**config.mk**
```make
export PLATFORM = sky130hd
export DESIGN_NAME = bus_sizer
export DESIGN_NICKNAME = d
export VERILOG_FILES = /design/src/rtl/bus_sizer.sv
export SDC_FILE = /design/constraint.sdc
export NUM_CORES = 1
export LEC_CHECK = 0
export CAP_MARGIN = 20
export CORE_MARGIN = 3
export CORE_UTILIZATION = 30
export CTS_CLUSTER_DIAMETER = 30
export DETAILED_ROUTE_END_ITERATION = 16
export PLACE_DENSITY = 0.51
export SLEW_MARGIN = 40
export SYNTH_ARGS = -nofsm -noshare
export SYNTH_HDL_FRONTEND = slang
export SYNTH_SLANG_ARGS = --single-unit
```
**constraint.sdc**
```tcl
create_clock -name sys_clk -period 4.3 [get_ports sys_clk]
set_input_delay 0.43 -clock sys_clk [delete_from_list [all_inputs] [get_ports sys_clk]]
set_output_delay 0.43 -clock sys_clk [all_outputs]
set_load 0.02 [all_outputs]
```
**src/rtl/bus_sizer.sv**
```systemverilog
// -----------------------------------------------------------------------------
// bus_sizer
//   Splits one internal transfer (start lane ba, byte count cnt) into a series
//   of external bus cycles sized to the external memory width. Each cycle is
//   one ADDR cycle followed by CYC cycles that last until ack.
//
//   Optional feature macro: BUS_ACK_TIMEOUT_EN
//     defined   -> an 8-bit ack watchdog ends a stuck CYC with done+err
//     undefined -> CYC waits for ack indefinitely
//
// Ports
//   sys_clk  in   clock, rising edge
//   reset    in   synchronous active-high reset
//   req      in   transfer request, accepted only while idle
//   reads    in   1 = read (external to internal), 0 = write
//   ba       in   start byte lane
//   cnt      in   byte count (legal 1..NB-ba)
//   mws      in   external width code 0..3 = 8/16/32/64 bits (clamped to IW)
//   ack      in   external cycle complete
//   idle     out  ready for req
//   aen      out  address drive enable (ADDR and CYC)
//   xa       out  external byte address, aligned to memory width
//   den      out  per-lane data enables of the current cycle
//   dmux     out  lane steering offset (xa during a cycle, else 0)
//   dren     out  read data register load pulse
//   done     out  end-of-transfer pulse
//   err      out  qualifies done for illegal or timed-out transfers
// -----------------------------------------------------------------------------
module bus_sizer #(
    parameter  int IW = 64,
    localparam int NB = IW / 8,
    localparam int AW = $clog2(NB)
) (
    input  logic          sys_clk,
    input  logic          reset,
    input  logic          req,
    input  logic          reads,
    input  logic [AW-1:0] ba,
    input  logic [AW:0]   cnt,
    input  logic [1:0]    mws,
    input  logic          ack,
    output logic          idle,
    output logic          aen,
    output logic [AW-1:0] xa,
    output logic [NB-1:0] den,
    output logic [AW-1:0] dmux,
    output logic          dren,
    output logic          done,
    output logic          err
);

    typedef enum logic [1:0] {
        S_IDLE = 2'd0,
        S_ADDR = 2'd1,
        S_CYC  = 2'd2,
        S_DONE = 2'd3
    } state_e;

    state_e        state_q, state_d;
    logic          reads_q, reads_d;
    logic [AW-1:0] ba_q,    ba_d;
    logic [AW:0]   end_q,   end_d;   // ba + cnt, one past the last lane
    logic [AW:0]   mw_q,    mw_d;    // memory width in bytes
    logic [AW:0]   xa_q,    xa_d;    // one extra bit so the advance never wraps
    logic          err_q,   err_d;
`ifdef BUS_ACK_TIMEOUT_EN
    logic [7:0]    tmo_q,   tmo_d;
`endif

    logic [AW+1:0] sum_s;
    logic          illegal_s;
    logic [AW:0]   mw_new_s;
    logic [AW:0]   xa_start_s;
    logic [AW:0]   xa_nxt_s;
    logic [AW:0]   lo_s;
    logic [AW:0]   hi_s;
    logic          aen_s;
    logic [NB-1:0] den_s;

    // Request decode: legality check, width clamp and aligned start address.
    always_comb begin
        sum_s     = {2'b00, ba} + {1'b0, cnt};
        illegal_s = (cnt == '0) || (sum_s > (AW+2)'(NB));
        if (int'(mws) > AW) begin
            mw_new_s = (AW+1)'(NB);
        end else begin
            mw_new_s = (AW+1)'(1) << mws;
        end
        // floor(ba/MW)*MW: MW is a power of two, so clear the low bits.
        xa_start_s = {1'b0, ba} & ~(mw_new_s - (AW+1)'(1));
    end

    // Lane window of the current cycle: max(ba,xa) <= lane < min(end, xa+MW).
    always_comb begin
        aen_s    = (state_q == S_ADDR) || (state_q == S_CYC);
        xa_nxt_s = xa_q + mw_q;
        lo_s     = ({1'b0, ba_q} > xa_q) ? {1'b0, ba_q} : xa_q;
        hi_s     = (end_q < xa_nxt_s) ? end_q : xa_nxt_s;
        den_s    = '0;
        for (int i = 0; i < NB; i++) begin
            den_s[i] = aen_s && ((AW+1)'(i) >= lo_s) && ((AW+1)'(i) < hi_s);
        end
    end

    // Next-state logic of the transfer sequencer.
    always_comb begin
        state_d = state_q;
        reads_d = reads_q;
        ba_d    = ba_q;
        end_d   = end_q;
        mw_d    = mw_q;
        xa_d    = xa_q;
        err_d   = err_q;
`ifdef BUS_ACK_TIMEOUT_EN
        tmo_d   = tmo_q;
`endif
        case (state_q)
            S_IDLE: begin
                if (req) begin
                    reads_d = reads;
                    ba_d    = ba;
                    end_d   = sum_s[AW:0];
                    mw_d    = mw_new_s;
                    xa_d    = xa_start_s;
                    if (illegal_s) begin
                        err_d   = 1'b1;
                        state_d = S_DONE;
                    end else begin
                        err_d   = 1'b0;
                        state_d = S_ADDR;
                    end
                end else begin
                    state_d = S_IDLE;
                end
            end
            S_ADDR: begin
`ifdef BUS_ACK_TIMEOUT_EN
                tmo_d   = 8'd0;
`endif
                state_d = S_CYC;
            end
            S_CYC: begin
                if (ack) begin
                    if (xa_nxt_s >= end_q) begin
                        state_d = S_DONE;
                    end else begin
                        xa_d    = xa_nxt_s;
                        state_d = S_ADDR;
                    end
                end else begin
`ifdef BUS_ACK_TIMEOUT_EN
                    // The 255th ack-less CYC cycle is the last one.
                    if (tmo_q == 8'd254) begin
                        err_d   = 1'b1;
                        state_d = S_DONE;
                    end else begin
                        tmo_d   = tmo_q + 8'd1;
                        state_d = S_CYC;
                    end
`else
                    state_d = S_CYC;
`endif
                end
            end
            S_DONE: begin
                state_d = S_IDLE;
            end
            default: begin
                state_d = S_IDLE;
            end
        endcase
    end

    // State and transfer context registers.
    always_ff @(posedge sys_clk) begin
        if (reset) begin
            state_q <= S_IDLE;
            reads_q <= 1'b0;
            ba_q    <= '0;
            end_q   <= '0;
            mw_q    <= '0;
            xa_q    <= '0;
            err_q   <= 1'b0;
`ifdef BUS_ACK_TIMEOUT_EN
            tmo_q   <= 8'd0;
`endif
        end else begin
            state_q <= state_d;
            reads_q <= reads_d;
            ba_q    <= ba_d;
            end_q   <= end_d;
            mw_q    <= mw_d;
            xa_q    <= xa_d;
            err_q   <= err_d;
`ifdef BUS_ACK_TIMEOUT_EN
            tmo_q   <= tmo_d;
`endif
        end
    end

    // Output decode; everything except dren depends only on registered state.
    always_comb begin
        idle = (state_q == S_IDLE);
        aen  = aen_s;
        den  = den_s;
        done = (state_q == S_DONE);
        err  = (state_q == S_DONE) && err_q;
        dren = (state_q == S_CYC) && ack && reads_q;
        if (aen_s) begin
            xa   = xa_q[AW-1:0];
            dmux = xa_q[AW-1:0];
        end else begin
            xa   = '0;
            dmux = '0;
        end
    end

endmodule

```
==> results.json, run 1 <==
{
  "crit_type": "reg -> out",
  "port_buffers": 32,
  "cts_max_path_buffers": 2,
  "synth_warnings": 0,
  "root_buffer": "clkbuf_8",
  "reg2reg_depth": 12,
  "status": "finished clean",
  "clk_latency_ps": 250,
  "dieArea_sq_um": 6180,
  "hold_path_depth": 2,
  "final-hold-violation-count": 0,
  "ys_ff_latch": 19,
  "p_leak_nw": 0.908,
  "async_flop_share": 0,
  "p_switching_mw": 0.325,
  "cts_buffers": 3,
  "clk_pin_slew_ps": 70,
  "startpoint_type": "flop",
  "grt_pass1_wl_um": 7290,
  "wirelength_met1_um": 2100,
  "top_layer_used": "met4",
  "seqCellArea_sq_um": 380,
  "cts_tree": "done",
  "grt_max_degree": 21,
  "max_cap_viol_count": 0,
  "grtUsageTotal": 0.146,
  "diodes": 0,
  "die_w_um": 78.6,
  "fill_cells": 527,
  "cts_htree_levels": 1,
  "ys_types": 46,
  "via_per_inst": 5.12,
  "synthFlopType": "dfxtp_1",
  "intPower_mw": 0.469,
  "met3RoutedLength_um": 145,
  "slew_violations": 0,
  "finalWorstPathRequiredPeriod_ps": 3890,
  "grt_pass1_vias": 1490,
  "worstPathMaxFanout": 8,
  "synth_nets": 229,
  "pwr-share-clk": 0.154,
  "multiInputGateArea_sq_um": 1110,
  "whs_ps": 461,
  "worst_pin_slew_ps": 748,
  "dr_wl_met2_um": 1840,
  "synth_compound_area_frac": 0.265,
  "drcViolationCount": 0,
  "required_ps": 3870,
  "ys_seq_area_frac": 0.241,
  "fmax_ghz": 0.257,
  "fin_skew_ps": 4.09,
  "start_util": 0.322,
  "rsz0062_at_grt": "false",
  "core_sq_um": 4910,
  "cts.sinks": 19,
  "arrival_ps": 3460,
  "final_util": 0.416,
  "firstDrtPassIters": 4,
  "cp-end-kind": "output port",
  "design_area_sq_um": 2040,
  "overflow": 0,
  "syn_to_final_growth_pct": 29.3,
  "drt-total-wl_um": 4160,
  "fp.dieH_um": 78.6,
  "swShare": 0.409,
  "synth_area_sq_um": 1580,
  "layout_commonest_cell": "clkdlybuf4s50_1",
  "wl_per_cell_um": 14.1,
  "period_share": 0.905,
  "fp-row-count": 25,
  "synthAdderAreaFrac": 0.160,
  "nNetsFinal": 261,
  "slew_headroom": 0.500,
  "setup-violations-final": 0,
  "dp.final_hpwl_um": 3280,
  "muxShareOfSynthArea": 0.0530,
  "ctsHoldBuffers": 0,
  "via_count": 1506,
  "hp-class": "reg -> reg",
  "synth_xor_area_frac": 0.0277,
  "power_mw": 0.794,
  "drt_iter0_drc": 91,
  "grt_antenna_before_repair": 0,
  "most-common-layout-cells": "26 x clkdlybuf4s50_1, 23 x a21oi_1, 20 x nand2_1",
  "yosys.area_share.simple": 0.187,
  "peakVddDrop_uv": 156,
  "syn_inst": 196,
  "power_frac_seq": 0.267,
  "postRouteAntennaNets": 0,
  "synth_top_family_by_area": "compound AO/OA/AOI/OAI gates",
  "boundaryPins": 33,
  "comb_power_share": 0.579,
  "tns_ps": 0,
  "gp_congestion": 0.837,
  "drive_gt1_frac": 0.0837,
  "synth-edff-count": 0,
  "powerDensity_nw_per_um2": 388,
  "place_area_sq_um": 1950,
  "syn_avg_cell_area_sq_um": 8.07
}
==> cells in the mapped netlist, types with 2 or more instances <==
| cell type | count | share of area |
|---|---|---|
| nor2b_1 | 2 | 0.0079 |
| nor3b_1 | 2 | 0.0095 |
| o21ai_0 | 6 | 0.019 |
| inv_1 | 16 | 0.038 |
| nor2_1 | 13 | 0.031 |
| a211oi_1 | 7 | 0.033 |
| nor3_1 | 6 | 0.019 |
| dfxtp_1 | 19 | 0.24 |
| o21a_1 | 2 | 0.0095 |
| clkbuf_1 | 5 | 0.012 |
| fa_1 | 2 | 0.025 |
| and3_1 | 2 | 0.0079 |
| xor2_1 | 2 | 0.011 |
| o2111a_1 | 2 | 0.014 |
| buf_4 | 3 | 0.014 |
| nand4_1 | 2 | 0.0079 |
| and2_1 | 5 | 0.020 |
| nand2_1 | 20 | 0.047 |
| a2111oi_0 | 3 | 0.017 |
| mux2i_1 | 5 | 0.032 |
| mux2_2 | 3 | 0.021 |
| a31o_2 | 2 | 0.011 |
| ha_1 | 17 | 0.13 |
| xnor2_1 | 3 | 0.017 |
| a21oi_1 | 23 | 0.073 |
| a21o_1 | 2 | 0.0095 |
| nand3_1 | 3 | 0.0095 |
==> cell families after synthesis <==
group                    count (synthesis)
multiplexers                             8
adder cells (fa/ha/maj)                 19
AO/OA/AOI/OAI                           60
XOR/XNOR                                 5
flip-flops                              19
AND/OR/NAND/NOR                         60
buffers and inverters                   25
==> through the flow <==
step | instances | setup slack [ps]
2_1_floorplan | 196 | 697
3_3_place_gp | 288 | 288
3_5_place_dp | 288 | 221
4_1_cts | 292 | 46.4
5_1_grt | 294 | 189
6_report | 294 | 407
==> registers in the layout, indices dropped and copies added, names as in the netlist <==
signal	cells
xa_q	4
ba_q	3
state_q	2
mw_q	4
reads_q	1
end_q	4
err_q	1
==> power groups by stage <==
stage,Clock (mW),Sequential (mW),Combinational [mW]
finish,0.122,0.212,0.460
global route,0.134,0.215,0.512
CTS,0.126,0.212,0.452
detailed placement,0,0.216,0.441
global placement,0,0.215,0.441
floorplan,0,0.213,0.307
==> worst max-delay path, cell delays in order, from the launching register on <==
cell and delay [ps]:
dfxtp_1 470, ha_1 240, fa_1 510, ha_1 340, nor2b_4 140, o211a_4 240
o2111a_1 280, a31o_2 250, a21oi_1 120, clkdlybuf4s50_1 620
==> repair_timing <==
| action | 4_1_cts | 5_1_grt |
|---|---|---|
| gates cloned | 0 | 0 |
| pin swaps | 0 | 1 |
| setup buffers | 0 | 2 |
| resized for setup | 2 | 6 |
| setup endpoints to repair | 1 | 6 |
==> routing by layer <==
| metal | vias up | track usage |
|---|---|---|
| met2 | 40 | 0.233 |
| met1 | 689 | 0.204 |
| li1 | 770 | - |
| met5 | - | 0 |
| met3 | 7 | 0.0183 |
| met4 | 0 | 0.0437 |
==> worst paths after layout <==
kind | to | from | slack [ps]
max | den[1] | xa_q[0] | 410
min | reads_q | reads_q | 460
max reg2reg | xa_q[0] | xa_q[0] | 1250
min reg2reg | reads_q | reads_q | 460
==> area by class of cell <==
type                    count  area share
well taps                  67      0.0410
repair buffers             36       0.179
clock buffers               4      0.0220
multi-input cells         152       0.543
flip-flops and latches     19       0.186
inverters                  16      0.0294
Note: power is estimated with default switching activity, not from simulation.
==> run 2: changes to the inputs <==
--- a/config.mk
+++ b/config.mk
@@ -11,6 +11,7 @@
 export CTS_CLUSTER_DIAMETER = 30
 export DETAILED_ROUTE_END_ITERATION = 16
 export PLACE_DENSITY = 0.51
+export SETUP_SLACK_MARGIN = 0.1
 export SLEW_MARGIN = 40
 export SYNTH_ARGS = -nofsm -noshare
 export SYNTH_HDL_FRONTEND = slang
==> results.json, run 2 (synthesis gave the netlist of run 1 again) <==
{
  "path_common_cell": "ha_1",
  "arrival_ps": 3520,
  "final_util": 0.415,
  "fill_cells": 531,
  "power_mw": 0.793,
  "start_util": 0.322,
  "cp_slowest_stage_delay_ps": 510,
  "max_cap_viol_count": 0,
  "fp.dieH_um": 78.6,
  "postRouteAntennaNets": 0,
  "worstPathMaxFanout": 8,
  "die_w_um": 78.6,
  "period_share": 0.919,
  "most-common-layout-cells": "26 x clkdlybuf4s50_1, 23 x a21oi_1, 20 x nand2_1",
  "peakVddDrop_uv": 156,
  "fin_skew_ps": 3.23,
  "gp_congestion": 0.837,
  "drt-total-wl_um": 4180,
  "syn_to_final_growth_pct": 28.8,
  "required_ps": 3870,
  "cts_htree_levels": 1,
  "dieArea_sq_um": 6180,
  "final-hold-violation-count": 0,
  "crit_chain": "ha_1 -> fa_1 -> ha_1 -> nor2b_4 -> o211a_4 -> o21ai_4 -> mux2_2 -> a221oi_1 -> dlygate4sd2_1",
  "fp-row-count": 25,
  "layout_commonest_cell": "clkdlybuf4s50_1",
  "top_regs": "end_q x4, mw_q x4, xa_q x4",
  "cts_max_path_buffers": 2,
  "status": "finished clean",
  "rsz0062_at_grt": "false",
  "critPathTopFamily": "adder cells",
  "crit_type": "reg -> out",
  "hp-class": "reg -> reg",
  "worst-path-buf-inv": 1,
  "root_buffer": "clkbuf_8",
  "diodes": 0,
  "p_leak_nw": 0.882,
  "cp-end-kind": "output port",
  "slew_headroom": 0.503,
  "grt_antenna_before_repair": 0,
  "tns_ps": 0,
  "clk_pin_slew_ps": 70,
  "boundaryPins": 33,
  "worst_pin_slew_ps": 744,
  "overflow": 0,
  "finalWorstPathRequiredPeriod_ps": 3950,
  "firstDrtPassIters": 4,
  "cts_buffers": 3,
  "grt_max_degree": 21,
  "drcViolationCount": 0,
  "grt_pass1_wl_um": 7340,
  "via_per_inst": 5.10,
  "via_count": 1500,
  "critical-path-slowest-cell": "fa_1",
  "dp.final_hpwl_um": 3280,
  "port_buffers": 32,
  "setup-violations-final": 0,
  "drive_gt1_frac": 0.0837,
  "powerDensity_nw_per_um2": 389,
  "grt_pass1_vias": 1510,
  "setup_ws_ps": 349,
  "slew_violations": 0,
  "nNetsFinal": 261,
  "startpoint_type": "flop",
  "core_sq_um": 4910,
  "post-place-ws_ps": 221,
  "cts.sinks": 19,
  "ctsHoldBuffers": 0,
  "fmax_ghz": 0.253,
  "cts_tree": "done",
  "drt_iter0_drc": 87,
  "grtUsageTotal": 0.147,
  "clk_latency_ps": 250,
  "wl_per_cell_um": 14.2,
  "whs_ps": 461
}
-- run 2: through the flow --
| step | cell area (sq um) | cells |
|---|---|---|
| 6_report | 2040 | 294 |
| 5_1_grt | 2040 | 294 |
| 4_1_cts | 2030 | 294 |
| 3_5_place_dp | 1950 | 288 |
| 3_3_place_gp | 1950 | 288 |
| 2_1_floorplan | 1580 | 196 |
-- run 2: cell type report --
| cell class | count | area, sq um | area share |
|---|---|---|---|
| Clock buffer | 4 | 45.0 | 0.0221 |
| Inverter | 16 | 60.1 | 0.0295 |
| Multi-Input combinational cell | 152 | 1110 | 0.545 |
| Sequential cell | 19 | 380 | 0.187 |
| Tap cell | 67 | 83.8 | 0.0412 |
| Timing Repair Buffer | 36 | 358 | 0.176 |
-- run 2: repair_timing --
item | in CTS | in global routing
endpoints found under the setup margin | 6 | 4
gates resized for setup | 4 | 4
endpoints found under the hold margin | 0 | 0
pin swaps | 1 | 0
buffers inserted | 2 | 0
-- run 2: routing by layer --
| metal | part of all wire | vias up | track usage | wire, um |
|---|---|---|---|---|
| met5 | 0 | - | 0 | 0 |
| met4 | 0.016 | 0 | 0.0455 | 68 |
| met3 | 0.038 | 7 | 0.0195 | 157 |
| met2 | 0.44 | 41 | 0.235 | 1850 |
| met1 | 0.50 | 683 | 0.204 | 2100 |
| li1 | - | 769 | - | - |
-- run 2: path summary, 6_finish.rpt --
kind / start / to / slack (ps) / cells past startpoint
worst max register to register: xa_q[0] / xa_q[0] / 1210 / 12
worst min register to register: reads_q / reads_q / 460 / 2
worst min-delay path: reads_q / reads_q / 460 / 2
worst max-delay path: xa_q[0] / den[2] / 350 / 9
-- run 2: where the power goes --
group | internal (mW) | switching [mW]
combinational | 0.207 | 0.251
clock | 0.0658 | 0.0567
sequential | 0.193 | 0.0187
total | 0.466 | 0.327
-- run 2: tightest hold or removal path, delay by kind of cell (launching register included) --
kind,cells,cell delay (ps)
compound gates,1,50
flops,1,310
simple gates,1,50
==> run 3: changes to the inputs <==
--- a/config.mk
+++ b/config.mk
@@ -10,8 +10,10 @@
 export CORE_UTILIZATION = 30
 export CTS_CLUSTER_DIAMETER = 30
 export DETAILED_ROUTE_END_ITERATION = 16
+export GPL_ROUTABILITY_DRIVEN = 0
 export PLACE_DENSITY = 0.51
 export SETUP_SLACK_MARGIN = 0.1
+export SKIP_LAST_GASP = 1
 export SLEW_MARGIN = 40
 export SYNTH_ARGS = -nofsm -noshare
 export SYNTH_HDL_FRONTEND = slang
==> results.json, run 3 (synthesis gave the netlist of run 1 again) <==
{
  "finalWorstPathRequiredPeriod_ps": 4140,
  "grt_antenna_before_repair": 0,
  "via_count": 1500,
  "postRouteAntennaNets": 0,
  "post-place-ws_ps": 221,
  "peakVddDrop_uv": 156,
  "fmax_ghz": 0.242,
  "start_util": 0.322,
  "rsz0062_at_grt": "true",
  "boundaryPins": 33,
  "cts.sinks": 19,
  "port_buffers": 32,
  "dp.final_hpwl_um": 3280,
  "cts_max_path_buffers": 2,
  "drive_gt1_frac": 0.0837,
  "nNetsFinal": 261,
  "most-common-layout-cells": "27 x clkdlybuf4s50_1, 23 x a21oi_1, 20 x nand2_1",
  "worst_pin_slew_ps": 744,
  "instances_no_fill": 294,
  "cts_htree_levels": 1,
  "grtUsageTotal": 0.147,
  "wl_per_cell_um": 14.2,
  "p_leak_nw": 0.865,
  "cp-end-kind": "output port",
  "fin_skew_ps": 3.23,
  "root_buffer": "clkbuf_8",
  "cts_tree": "done",
  "crit_type": "reg -> out",
  "firstDrtPassIters": 4,
  "slew_violations": 0,
  "setup-violations-final": 0,
  "final-hold-violation-count": 0,
  "drt-total-wl_um": 4180,
  "status": "finished clean",
  "grt_pass1_vias": 1510,
  "cts_buffers": 3,
  "core_sq_um": 4910,
  "startpoint_type": "flop",
  "arrival_ps": 3710,
  "die_w_um": 78.6,
  "powerDensity_nw_per_um2": 390,
  "power_mw": 0.793,
  "fp.dieH_um": 78.6,
  "fp-row-count": 25,
  "top_regs": "end_q x4, mw_q x4, xa_q x4",
  "grt_max_degree": 21,
  "clk_latency_ps": 250,
  "drcViolationCount": 0,
  "ctsHoldBuffers": 0,
  "layout_commonest_cell": "clkdlybuf4s50_1",
  "grt_pass1_wl_um": 7340,
  "syn_to_final_growth_pct": 28.6,
  "hp-class": "reg -> reg",
  "required_ps": 3870,
  "drt_iter0_drc": 87,
  "worstPathMaxFanout": 8,
  "period_share": 0.963,
  "overflow": 0,
  "slew_headroom": 0.503,
  "clk_pin_slew_ps": 70,
  "dp_cells": 288,
  "setup_ws_ps": 160,
  "diodes": 0,
  "via_per_inst": 5.10,
  "max_cap_viol_count": 0,
  "whs_ps": 461,
  "dieArea_sq_um": 6180
}
-- run 3: final timing paths --
check | to | depth (start not counted) | slack [ps] | startpoint
max | den[5] | 9 | 160 | xa_q[0]
min | reads_q | 2 | 460 | reads_q
max reg2reg | xa_q[0] | 12 | 1210 | xa_q[0]
min reg2reg | reads_q | 2 | 460 | reads_q
-- run 3: routing by layer --
metal / up-vias / global-route usage / wire length [um]
li1: 769 / - / -
met1: 683 / 0.204 / 2100
met2: 41 / 0.235 / 1850
met3: 7 / 0.0195 / 155
met4: 0 / 0.0455 / 68
met5: - / 0 / 0
-- run 3: power by group --
part / switching [mW] / leakage (nW) / total, mW / internal, mW
clock: 0.0567 / 0.0228 / 0.123 / 0.0658
combinational: 0.251 / 0.686 / 0.459 / 0.208
sequential: 0.0187 / 0.156 / 0.212 / 0.193
-- run 3: final cells by class --
type,instances,area (sq um)
well taps,67,83.8
repair buffers,36,355
fillers,533,2880
inverters,16,60.1
flip-flops and latches,19,380
multi-input cells,152,1110
clock buffers,4,45.0
-- run 3: worst max-delay path, stage by stage, from the launching register on --
cell,delay [ps]
dfxtp_1,460
ha_1,240
fa_1,510
ha_1,340
nor2b_4,140
o211a_4,240
o2111a_1,280
a311o_2,410
a211oi_1,190
clkdlybuf4s50_1,640
-- run 3: what timing repair did --
action | in CTS | in global routing
endpoints found under the hold margin | 0 | 0
endpoints found under the setup margin | 6 | 4
gates resized for setup | 4 | 3
buffers inserted | 2 | 0
pin swaps | 1 | 0
-- run 3: metrics by stage --
| step | utilization | setup TNS (ps) | instance area, sq um |
|---|---|---|---|
| global route | 0.414 | -131 | 2030 |
| CTS | 0.413 | 0 | 2030 |
| detailed placement | 0.398 | 0 | 1950 |
| global placement | 0.398 | 0 | 1950 |
| finish | 0.414 | 0 | 2030 |
| floorplan | - | 0 | 1580 |
